## config.mk

```make
export PLATFORM = sky130hd
export DESIGN_NAME = countdown_timer_flat
export DESIGN_NICKNAME = d
export VERILOG_FILES = /design/src/rtl/countdown_timer_if.sv /design/src/rtl/countdown_timer.sv /design/src/flat_wrapper.sv
export SDC_FILE = /design/constraint.sdc
export NUM_CORES = 1
export LEC_CHECK = 0
export CORE_MARGIN = 3
export CORE_UTILIZATION = 25
export CTS_CLUSTER_DIAMETER = 40
export DETAILED_ROUTE_END_ITERATION = 7
export PLACE_DENSITY_LB_ADDON = 0.1
export REMOVE_ABC_BUFFERS = 1
export SLEW_MARGIN = 15
export SYNTH_ARGS = -nofsm -noshare
export SYNTH_HDL_FRONTEND = slang
export SYNTH_SLANG_ARGS = --single-unit
```

## constraint.sdc

```tcl
create_clock -name clk -period 2.35 [get_ports clk]
set_clock_uncertainty 0.15 [all_clocks]
set_input_delay 0.47 -clock clk [delete_from_list [all_inputs] [get_ports clk]]
set_output_delay 0.47 -clock clk [all_outputs]
set_load 0.005 [all_outputs]
```

## src/rtl/countdown_timer_if.sv

```systemverilog
// Control and status bundle for the minutes:seconds countdown timer.
// The master side drives presets and strobes; the slave side is the timer itself.
interface countdown_timer_if #(
    parameter int MAX_MIN = 60,
    parameter int MAX_SEC = 60
);
    localparam int MW = $clog2(MAX_MIN);
    localparam int SW = $clog2(MAX_SEC);

    logic          sec_tick;
    logic          load;
    logic [MW-1:0] load_min;
    logic [SW-1:0] load_sec;
    logic          start;
    logic          pause;
    logic          clear;
    logic [MW-1:0] min_count;
    logic [SW-1:0] sec_count;
    logic          running;
    logic          done;
    logic          expired;

    modport master (
        output sec_tick, load, load_min, load_sec, start, pause, clear,
        input  min_count, sec_count, running, done, expired
    );

    modport slave (
        input  sec_tick, load, load_min, load_sec, start, pause, clear,
        output min_count, sec_count, running, done, expired
    );
endinterface

```

## src/rtl/countdown_timer.sv

```systemverilog
// Down-counting minutes:seconds timer: loaded with a preset, decremented on each
// seconds tick while running, and flags expiry with a pulse plus a DONE level.
module countdown_timer #(
    parameter int MAX_MIN = 60,
    parameter int MAX_SEC = 60
) (
    input logic              clk,
    input logic              rst,
    countdown_timer_if.slave tmr
);
    localparam int MW = $clog2(MAX_MIN);
    localparam int SW = $clog2(MAX_SEC);
    localparam logic [MW-1:0] MIN_TOP = MW'(MAX_MIN - 1);
    localparam logic [SW-1:0] SEC_TOP = SW'(MAX_SEC - 1);

    typedef enum logic [1:0] {
        IDLE,
        RUN,
        PAUSED,
        DONE
    } state_t;

    state_t        state_q, state_d;
    logic [MW-1:0] min_q, min_d;
    logic [SW-1:0] sec_q, sec_d;
    logic          expired_q, expired_d;
    logic          at_zero;

    assign at_zero = (min_q == '0) && (sec_q == '0);

    always_ff @(posedge clk) begin
        if (rst) begin
            state_q   <= IDLE;
            min_q     <= '0;
            sec_q     <= '0;
            expired_q <= 1'b0;
        end else begin
            state_q   <= state_d;
            min_q     <= min_d;
            sec_q     <= sec_d;
            expired_q <= expired_d;
        end
    end

    // Priority chain: an action that is not legal in the current state does not
    // consume the cycle, so the next lower-priority strobe may still act.
    always_comb begin
        state_d   = state_q;
        min_d     = min_q;
        sec_d     = sec_q;
        expired_d = 1'b0;
        if (tmr.clear) begin
            state_d = IDLE;
            min_d   = '0;
            sec_d   = '0;
        end else if (tmr.load && state_q != RUN) begin
            state_d = IDLE;
            min_d   = (tmr.load_min > MIN_TOP) ? MIN_TOP : tmr.load_min;
            sec_d   = (tmr.load_sec > SEC_TOP) ? SEC_TOP : tmr.load_sec;
        end else if (tmr.pause && state_q == RUN) begin
            state_d = PAUSED;
        end else if (tmr.start && (state_q == IDLE || state_q == PAUSED) && !at_zero) begin
            state_d = RUN;
        end else if (tmr.sec_tick && state_q == RUN) begin
            if (sec_q != '0) begin
                sec_d = sec_q - SW'(1);
                if (sec_q == SW'(1) && min_q == '0) begin
                    state_d   = DONE;
                    expired_d = 1'b1;
                end
            end else if (min_q != '0) begin
                sec_d = SEC_TOP;
                min_d = min_q - MW'(1);
            end
        end
    end

    assign tmr.min_count = min_q;
    assign tmr.sec_count = sec_q;
    assign tmr.running   = (state_q == RUN);
    assign tmr.done      = (state_q == DONE);
    assign tmr.expired   = expired_q;
endmodule

```

## src/flat_wrapper.sv

```systemverilog
// flat-port wrapper written by rule: the top's interface ports become plain ports
module countdown_timer_flat 
#(
    parameter int MAX_MIN = 60,
    parameter int MAX_SEC = 60
)
  (clk, rst, tmr_sec_tick, tmr_load, tmr_load_min, tmr_load_sec, tmr_start, tmr_pause, tmr_clear, tmr_min_count, tmr_sec_count, tmr_running, tmr_done, tmr_expired);
  countdown_timer_if #(.MAX_MIN(MAX_MIN), .MAX_SEC(MAX_SEC)) tmr_i ();
  input logic clk;
  input logic rst;
  input wire logic [$bits(tmr_i.sec_tick)-1:0] tmr_sec_tick;
  input wire logic [$bits(tmr_i.load)-1:0] tmr_load;
  input wire logic [$bits(tmr_i.load_min)-1:0] tmr_load_min;
  input wire logic [$bits(tmr_i.load_sec)-1:0] tmr_load_sec;
  input wire logic [$bits(tmr_i.start)-1:0] tmr_start;
  input wire logic [$bits(tmr_i.pause)-1:0] tmr_pause;
  input wire logic [$bits(tmr_i.clear)-1:0] tmr_clear;
  output wire logic [$bits(tmr_i.min_count)-1:0] tmr_min_count;
  output wire logic [$bits(tmr_i.sec_count)-1:0] tmr_sec_count;
  output wire logic [$bits(tmr_i.running)-1:0] tmr_running;
  output wire logic [$bits(tmr_i.done)-1:0] tmr_done;
  output wire logic [$bits(tmr_i.expired)-1:0] tmr_expired;
  assign tmr_i.sec_tick = tmr_sec_tick;
  assign tmr_i.load = tmr_load;
  assign tmr_i.load_min = tmr_load_min;
  assign tmr_i.load_sec = tmr_load_sec;
  assign tmr_i.start = tmr_start;
  assign tmr_i.pause = tmr_pause;
  assign tmr_i.clear = tmr_clear;
  assign tmr_min_count = tmr_i.min_count;
  assign tmr_sec_count = tmr_i.sec_count;
  assign tmr_running = tmr_i.running;
  assign tmr_done = tmr_i.done;
  assign tmr_expired = tmr_i.expired;
  countdown_timer #(.MAX_MIN(MAX_MIN), .MAX_SEC(MAX_SEC)) u_core (.clk(clk), .rst(rst), .tmr(tmr_i));
endmodule
```

==> impl_metrics.csv <==
group,metric,value,unit
drt,vias,1133,
floorplanning,core_region_area,0.00385,mm2
placed_design,pre_cts_ws,0.0548,ns
synthesis,yosysSeqAreaShare,0.287,
critical_path,crit_fanout,5,
power,p_leak,0.573,nW
clock_network,cts.sink_count,15,
synthesis,synth_cells,128,
floorplanning,io_pins,34,
global_route,grt.total_usage,0.133,
drt,viasPerCell,5.32,
clock_network,path_clk_slew,0.07,ns
placed_design,port_buffers,33,
synthesis,async_reset_ff_frac,0,
clock_network,postCtsSetupBuffers,0,
min_path,holdCritPathClass,"register to register",
clock_network,tritoncts,"done",
floorplanning,dieHeight,70.7,um
floorplanning,fp.dieArea,0.00500,mm2
synthesis,syn_area,0.00105,mm2
drt,ant_nets,0,
finish,finalNetCount,190,
sta,setup_viol,0,
synthesis,ys_ff_latch,15,
run,cap_violations,0,
critical_path,cp-end-kind,"primary output",
sta,final.setup.worst_slack,0.230,ns
clock_network,ctsResizeCount,0,
critical_path,cp.arrival,1.50,ns
clock_network,cts_hold_buffers,0,
finish,area_delta_synth_final,43.7,%
sta,max_freq,472,MHz
critical_path,path_class,"register to primary output",
sta,slew_violations,0,
global_route,antenna_found_initial,0,
floorplanning,start_util,0.272,
sta,min_period_over_period,0.902,
synthesis,synth_ff_type,"dfxtp_1",
synthesis,synth_area_leaders,"dfxtp_1, ha_1, nand3_1",
sta,timing.final.crit_period,2.12,ns
finish,final_layout_size_suffix_gt1_frac,0.0848,
global_route,grt-ovfl-total,0,
sta,worst_pin_slew,0.529,ns
clock_network,htreeDepth,1,
drt,wire_per_inst,15.2,um
critical_path,required,1.73,ns
placed_design,routabilityCongestion,0.778,
synthesis,yosysWarnings,0,
sta,tns,0,ns
power,vdd.ir_drop.worst,0.000155,V
floorplanning,rows,22,
synthesis,synthDistinctLibCells,43,
clock_network,cts_buffer_depth,2,
finish,n_antenna_cell,0,
synthesis,synth_edf_count,0,
drt,drc,0,
critical_path,start_kind,"register",
sta,maxSlewHeadroom,0.647,
power,powerDensity,446,mW/mm2
clock_network,clk-insertion-delay-late,0.25,ns
global_route,grt_pass1_vias,1096,
synthesis,synth_top_area_frac,0.287,
clock_network,root_buffer,"clkbuf_8",
placed_design,hpwl,2510,um
global_route,grt_pass1_wl,5420,um
run_status,outcome,"complete, no violations",
floorplanning,die_x,70.7,um
synthesis,synth_top_area_cell,"dfxtp_1",
synthesis,avgSynthCellArea,8.18,um2
drt,drt_wl_total,3250,um
clock_network,cts_buffers,3,
drt,drtPass1Iterations,4,
global_route,grt_max_degree,17,
drt,drt_iter0_drc,90,
sta,hold_viol_final,0,
sta,rsz0062_at_grt,"false",
[area by class of cell]
| cell class | count | area, um2 |
|---|---|---|
| inverters | 8 | 30.0 |
| clock inverters | 1 | 5.00 |
| fillers | 407 | 2350 |
| repair buffers | 39 | 375 |
| clock buffers | 3 | 41.3 |
| well taps | 48 | 60.1 |
| multi-input cells | 99 | 693 |
| flip-flops and latches | 15 | 300 |
[report_power, final]
| group | leakage, nW | internal (mW) | total [mW] | switching [mW] |
|---|---|---|---|---|
| clock network | 0.0255 | 0.118 | 0.220 | 0.102 |
| registers | 0.122 | 0.264 | 0.280 | 0.0159 |
| logic | 0.425 | 0.0867 | 0.171 | 0.0846 |
| total | 0.573 | 0.468 | 0.671 | 0.203 |
[worst paths after layout]
check	start	to	slack (ns)	cells after the start
worst min-delay path	u_core.tmr.min_count[3]	u_core.tmr.min_count[3]	0.39	2
worst min register to register	u_core.tmr.min_count[3]	u_core.tmr.min_count[3]	0.39	2
worst max-delay path	u_core.state_q[1]	tmr_running	0.23	3
worst max register to register	u_core.tmr.min_count[0]	u_core.tmr.min_count[5]	0.31	6
[state kept, by name (all words and copies together) (netlist names)]
register	cells
u_core.tmr.min_count	6
u_core.tmr.expired	1
u_core.state_q	2
u_core.tmr.sec_count	6
[metrics by stage]
stage / hold WS [ns] / power, mW / instances / utilization / area [um2]
2_1_floorplan: 0.364 / 0.366 / 122 / - / 1020
4_1_cts: 0.389 / 0.678 / 213 / 0.391 / 1510
6_report: 0.394 / 0.671 / 213 / 0.391 / 1510
3_5_place_dp: 0.380 / 0.456 / 209 / 0.379 / 1460
3_3_place_gp: 0.377 / 0.455 / 209 / 0.379 / 1460
5_1_grt: 0.412 / 0.709 / 213 / 0.391 / 1510
[metal layers]
layer,wire (um),share of wire,vias to the layer above,global-route usage
met3,175,0.054,2,0.0270
met4,19,0.0058,0,0.0376
li1,-,-,571,-
met1,1560,0.48,537,0.186
met2,1490,0.46,23,0.208
met5,0,0,-,0
[kinds of logic (layout without fill, tap and decap cells)]
family,after synthesis,after routing,synth area share
AOI/OAI and AO/OA,37,37,0.258
xor gates and xnor gates,1,1,0.00836
adders and majority gates,5,5,0.0597
buffers and inverters,14,51,0.0514
DFF,15,15,0.287
and+or+nand+nor,56,56,0.336
[worst max-delay path, stage by stage (launching register included)]
cell             delay (ns)
dfxtp_1                0.34
nand2b_1               0.24
inv_1                  0.15
clkdlybuf4s50_1        0.52
[Yosys cell counts, types with 3 or more instances]
master and instances:
o311a_1 3, nand4_1 4, nand2b_1 3, or3_1 3, nor3_1 4, ha_1 5
o21ai_0 7, a211oi_1 5, and2_1 5, and3_1 3, clkbuf_1 4, dfxtp_1 15
inv_1 8, nand3_1 8, a31oi_1 5, nor2_1 6, nand2_1 4
[layout by cell type (no fill, tap or decap), types with 3 or more instances in the layout]
master,count
nand4_1,4
nand2_1,4
nor3_1,4
o21ai_0,7
and2_1,5
a211oi_1,5
clkbuf_8,3
nor2_1,6
nand3_1,8
dfxtp_1,15
a31oi_1,5
clkdlybuf4s50_1,33
ha_1,5
inv_1,8
and3_1,3
buf_4,6
nand2b_1,3
or3_1,3
o311a_1,3
No activity file was read; power rests on OpenSTA's default activity.
==> edit, RTL diff (config.mk and constraints unchanged) <==
`MAX_SEC` is set to 60 in 3 places; all go to 120.
--- a/src/rtl/countdown_timer_if.sv
+++ b/src/rtl/countdown_timer_if.sv
@@ -4,3 +4,3 @@
     parameter int MAX_MIN = 60,
-    parameter int MAX_SEC = 60
+    parameter int MAX_SEC = 120
 );
--- a/src/rtl/countdown_timer.sv
+++ b/src/rtl/countdown_timer.sv
@@ -4,3 +4,3 @@
     parameter int MAX_MIN = 60,
-    parameter int MAX_SEC = 60
+    parameter int MAX_SEC = 120
 ) (
--- a/src/flat_wrapper.sv
+++ b/src/flat_wrapper.sv
@@ -4,3 +4,3 @@
     parameter int MAX_MIN = 60,
-    parameter int MAX_SEC = 60
+    parameter int MAX_SEC = 120
 )
Interface: changed (resized tmr_load_sec and tmr_sec_count); port bits go from 34 to 36. The function was not compared with the original's and may differ.
==> edit against the unedited design <==
  * Synthesized area up 0.72%
  * Worst setup slack worse by 0.034 ns
  * Sequential power grew 7%
  * Die area is 0.67% higher
  * Wire length is 7.0% lower
  * Power grew 5.3%
  * Sequential cell count is 1 higher
  * Final area increased by 1.6%
  * Sequential share of layout area is 1.0 points higher
  * Clock power shrank 5%
  * Critical endpoint is now u_core.tmr.sec_count[2]$_SDFFE_PP0P_
==> edit: results (changes against the unedited design) <==
largest cells by area after synthesis dfxtp_1, ha_1, xnor2_1; DR vias/cell 5.093 (-4.2%); YS warnings 0 (unchanged); CP max stage cell or4b_4; Critical Path RT 2.33 ns (+0.60 ns); share of layout cells above drive strength 1 12.65% (+4.2 points); Critical Path Source u_core.tmr.min_count[0]$_SDFFE_PP0P_; Clock Latency Late Sink 0.25 ns (about the same); Leak 0.5492 nW (-4.2%); P_int 504.4 µW (+7.8%); Synth Area per Inst 8.438 µm² (+3.1%); CP delay by family, top simple AND/OR/NAND/NOR gates; pin count of the biggest net entering global routing 13 (-4); met2 Usage GRT 20.39% (-0.41 points); Final Power 706.4 µW (+5.3%); root buffer cell clkbuf_8; top post-synthesis cells by count dfxtp_1, a21oi_1, nor2_1, nor3_1; fin crit share 91.65% (+1.5 points); R2R depth 7 (+1); Comb pwr share 28.1% (+2.6 points); ys flop type dfxtp_1; PortBufs 35 (+6.1%); R2R Setup Slk 0.20 ns (-0.11 ns); peak supply drop 165.6 µV (+6.9%); 1st-iter DRT viols 45 (-50%); met3 GRT Util 2.273% (-0.43 points); gr usage total 12.51% (-0.83 points); total number of vias 1090 (-3.8%); dpl cells 211 (+0.96%); Reg clk slew, reported paths 0.06 ns; post-synthesis async set-or-reset flop share 0% (unchanged); sequential area share after synthesis 30.37% (+1.7 points); n_diodes 0 (unchanged); Met2 Wirelength 1474 µm (-1.3%); M1 WL 1389 µm (-11%); filler cell count 406 (-0.25%); M1 GR Usage 16.62% (-2.0 points); Sequential Power 299 µW (+7%); nets@finish 192 (+1.1%); GPL Wtd Cong 0.9279 (+19%); Max H-tree Level 1 (unchanged); Cell Area, Placed 0.001488 mm² (+2.0%); Synth cell types 47 (+9.3%); Clock Path Buffers 2 (unchanged); worst slack at placement -0.006495 ns (-0.06125 ns); first-pass GRT wire length 5112 µm (-5.7%); peak fanout along the critical path 4 (-1); Detail Placement HPWL 2385 µm (-5.0%); DRT Wirelength 3022 µm (-7.0%); Routed met3 length 125 µm (-29%); CP peak stage delay 0.49 ns (-0.03 ns); post-CTS setup buffer count 0 (unchanged); status complete, no violations; Relative slew margins 75.92% (+11 points); end of the critical path u_core.tmr.sec_count[2]$_SDFFE_PP0P_
==> edit: changes by cell type in the layout (fill, tap and decap cells not counted), moves of 4 or more <==
cell,unedited run,this run
a21oi_1,2,8
a31oi_1,5,1
and2_1,5,1
nor3_1,4,8
xnor2_1,1,5
==> edit: logic make-up (layout without fill, tap and decap cells) <==
family	count (synthesis)	after routing	synth area share (%)
and+or+nand+nor	54	54	30.96
DFF	16	16	30.37
buffers and inverters	10	51	4.981
AOI/OAI and AO/OA	33	33	22.30
xor gates and xnor gates	8	8	6.643
adders and majority gates	4	4	4.745
==> edit: how the worst min path moves through the flow <==
stage / start / end / slack (ns) / cells after the start
after floorplan: u_core.tmr.sec_count[1]$_SDFFE_PP0P_ / u_core.tmr.sec_count[1]$_SDFFE_PP0P_ / 0.36 / 2
after global placement: u_core.tmr.sec_count[1]$_SDFFE_PP0P_ / u_core.tmr.sec_count[1]$_SDFFE_PP0P_ / 0.39 / 2
after detailed placement: u_core.tmr.sec_count[1]$_SDFFE_PP0P_ / u_core.tmr.sec_count[1]$_SDFFE_PP0P_ / 0.38 / 2
after CTS: u_core.tmr.sec_count[1]$_SDFFE_PP0P_ / u_core.tmr.sec_count[1]$_SDFFE_PP0P_ / 0.39 / 2
after global routing: u_core.tmr.sec_count[1]$_SDFFE_PP0P_ / u_core.tmr.sec_count[1]$_SDFFE_PP0P_ / 0.42 / 2
final: u_core.tmr.sec_count[1]$_SDFFE_PP0P_ / u_core.tmr.sec_count[1]$_SDFFE_PP0P_ / 0.40 / 2
==> edit: layout make-up <==
type	instances	area (µm²)	area share, %
Multi-Input combinational cell	99	681.9	44.60
Timing Repair Buffer	42	402.9	26.35
Sequential cell	16	320.3	20.95
Tap cell	48	60.06	3.928
Clock buffer	3	41.29	2.700
Inverter	6	22.52	1.473
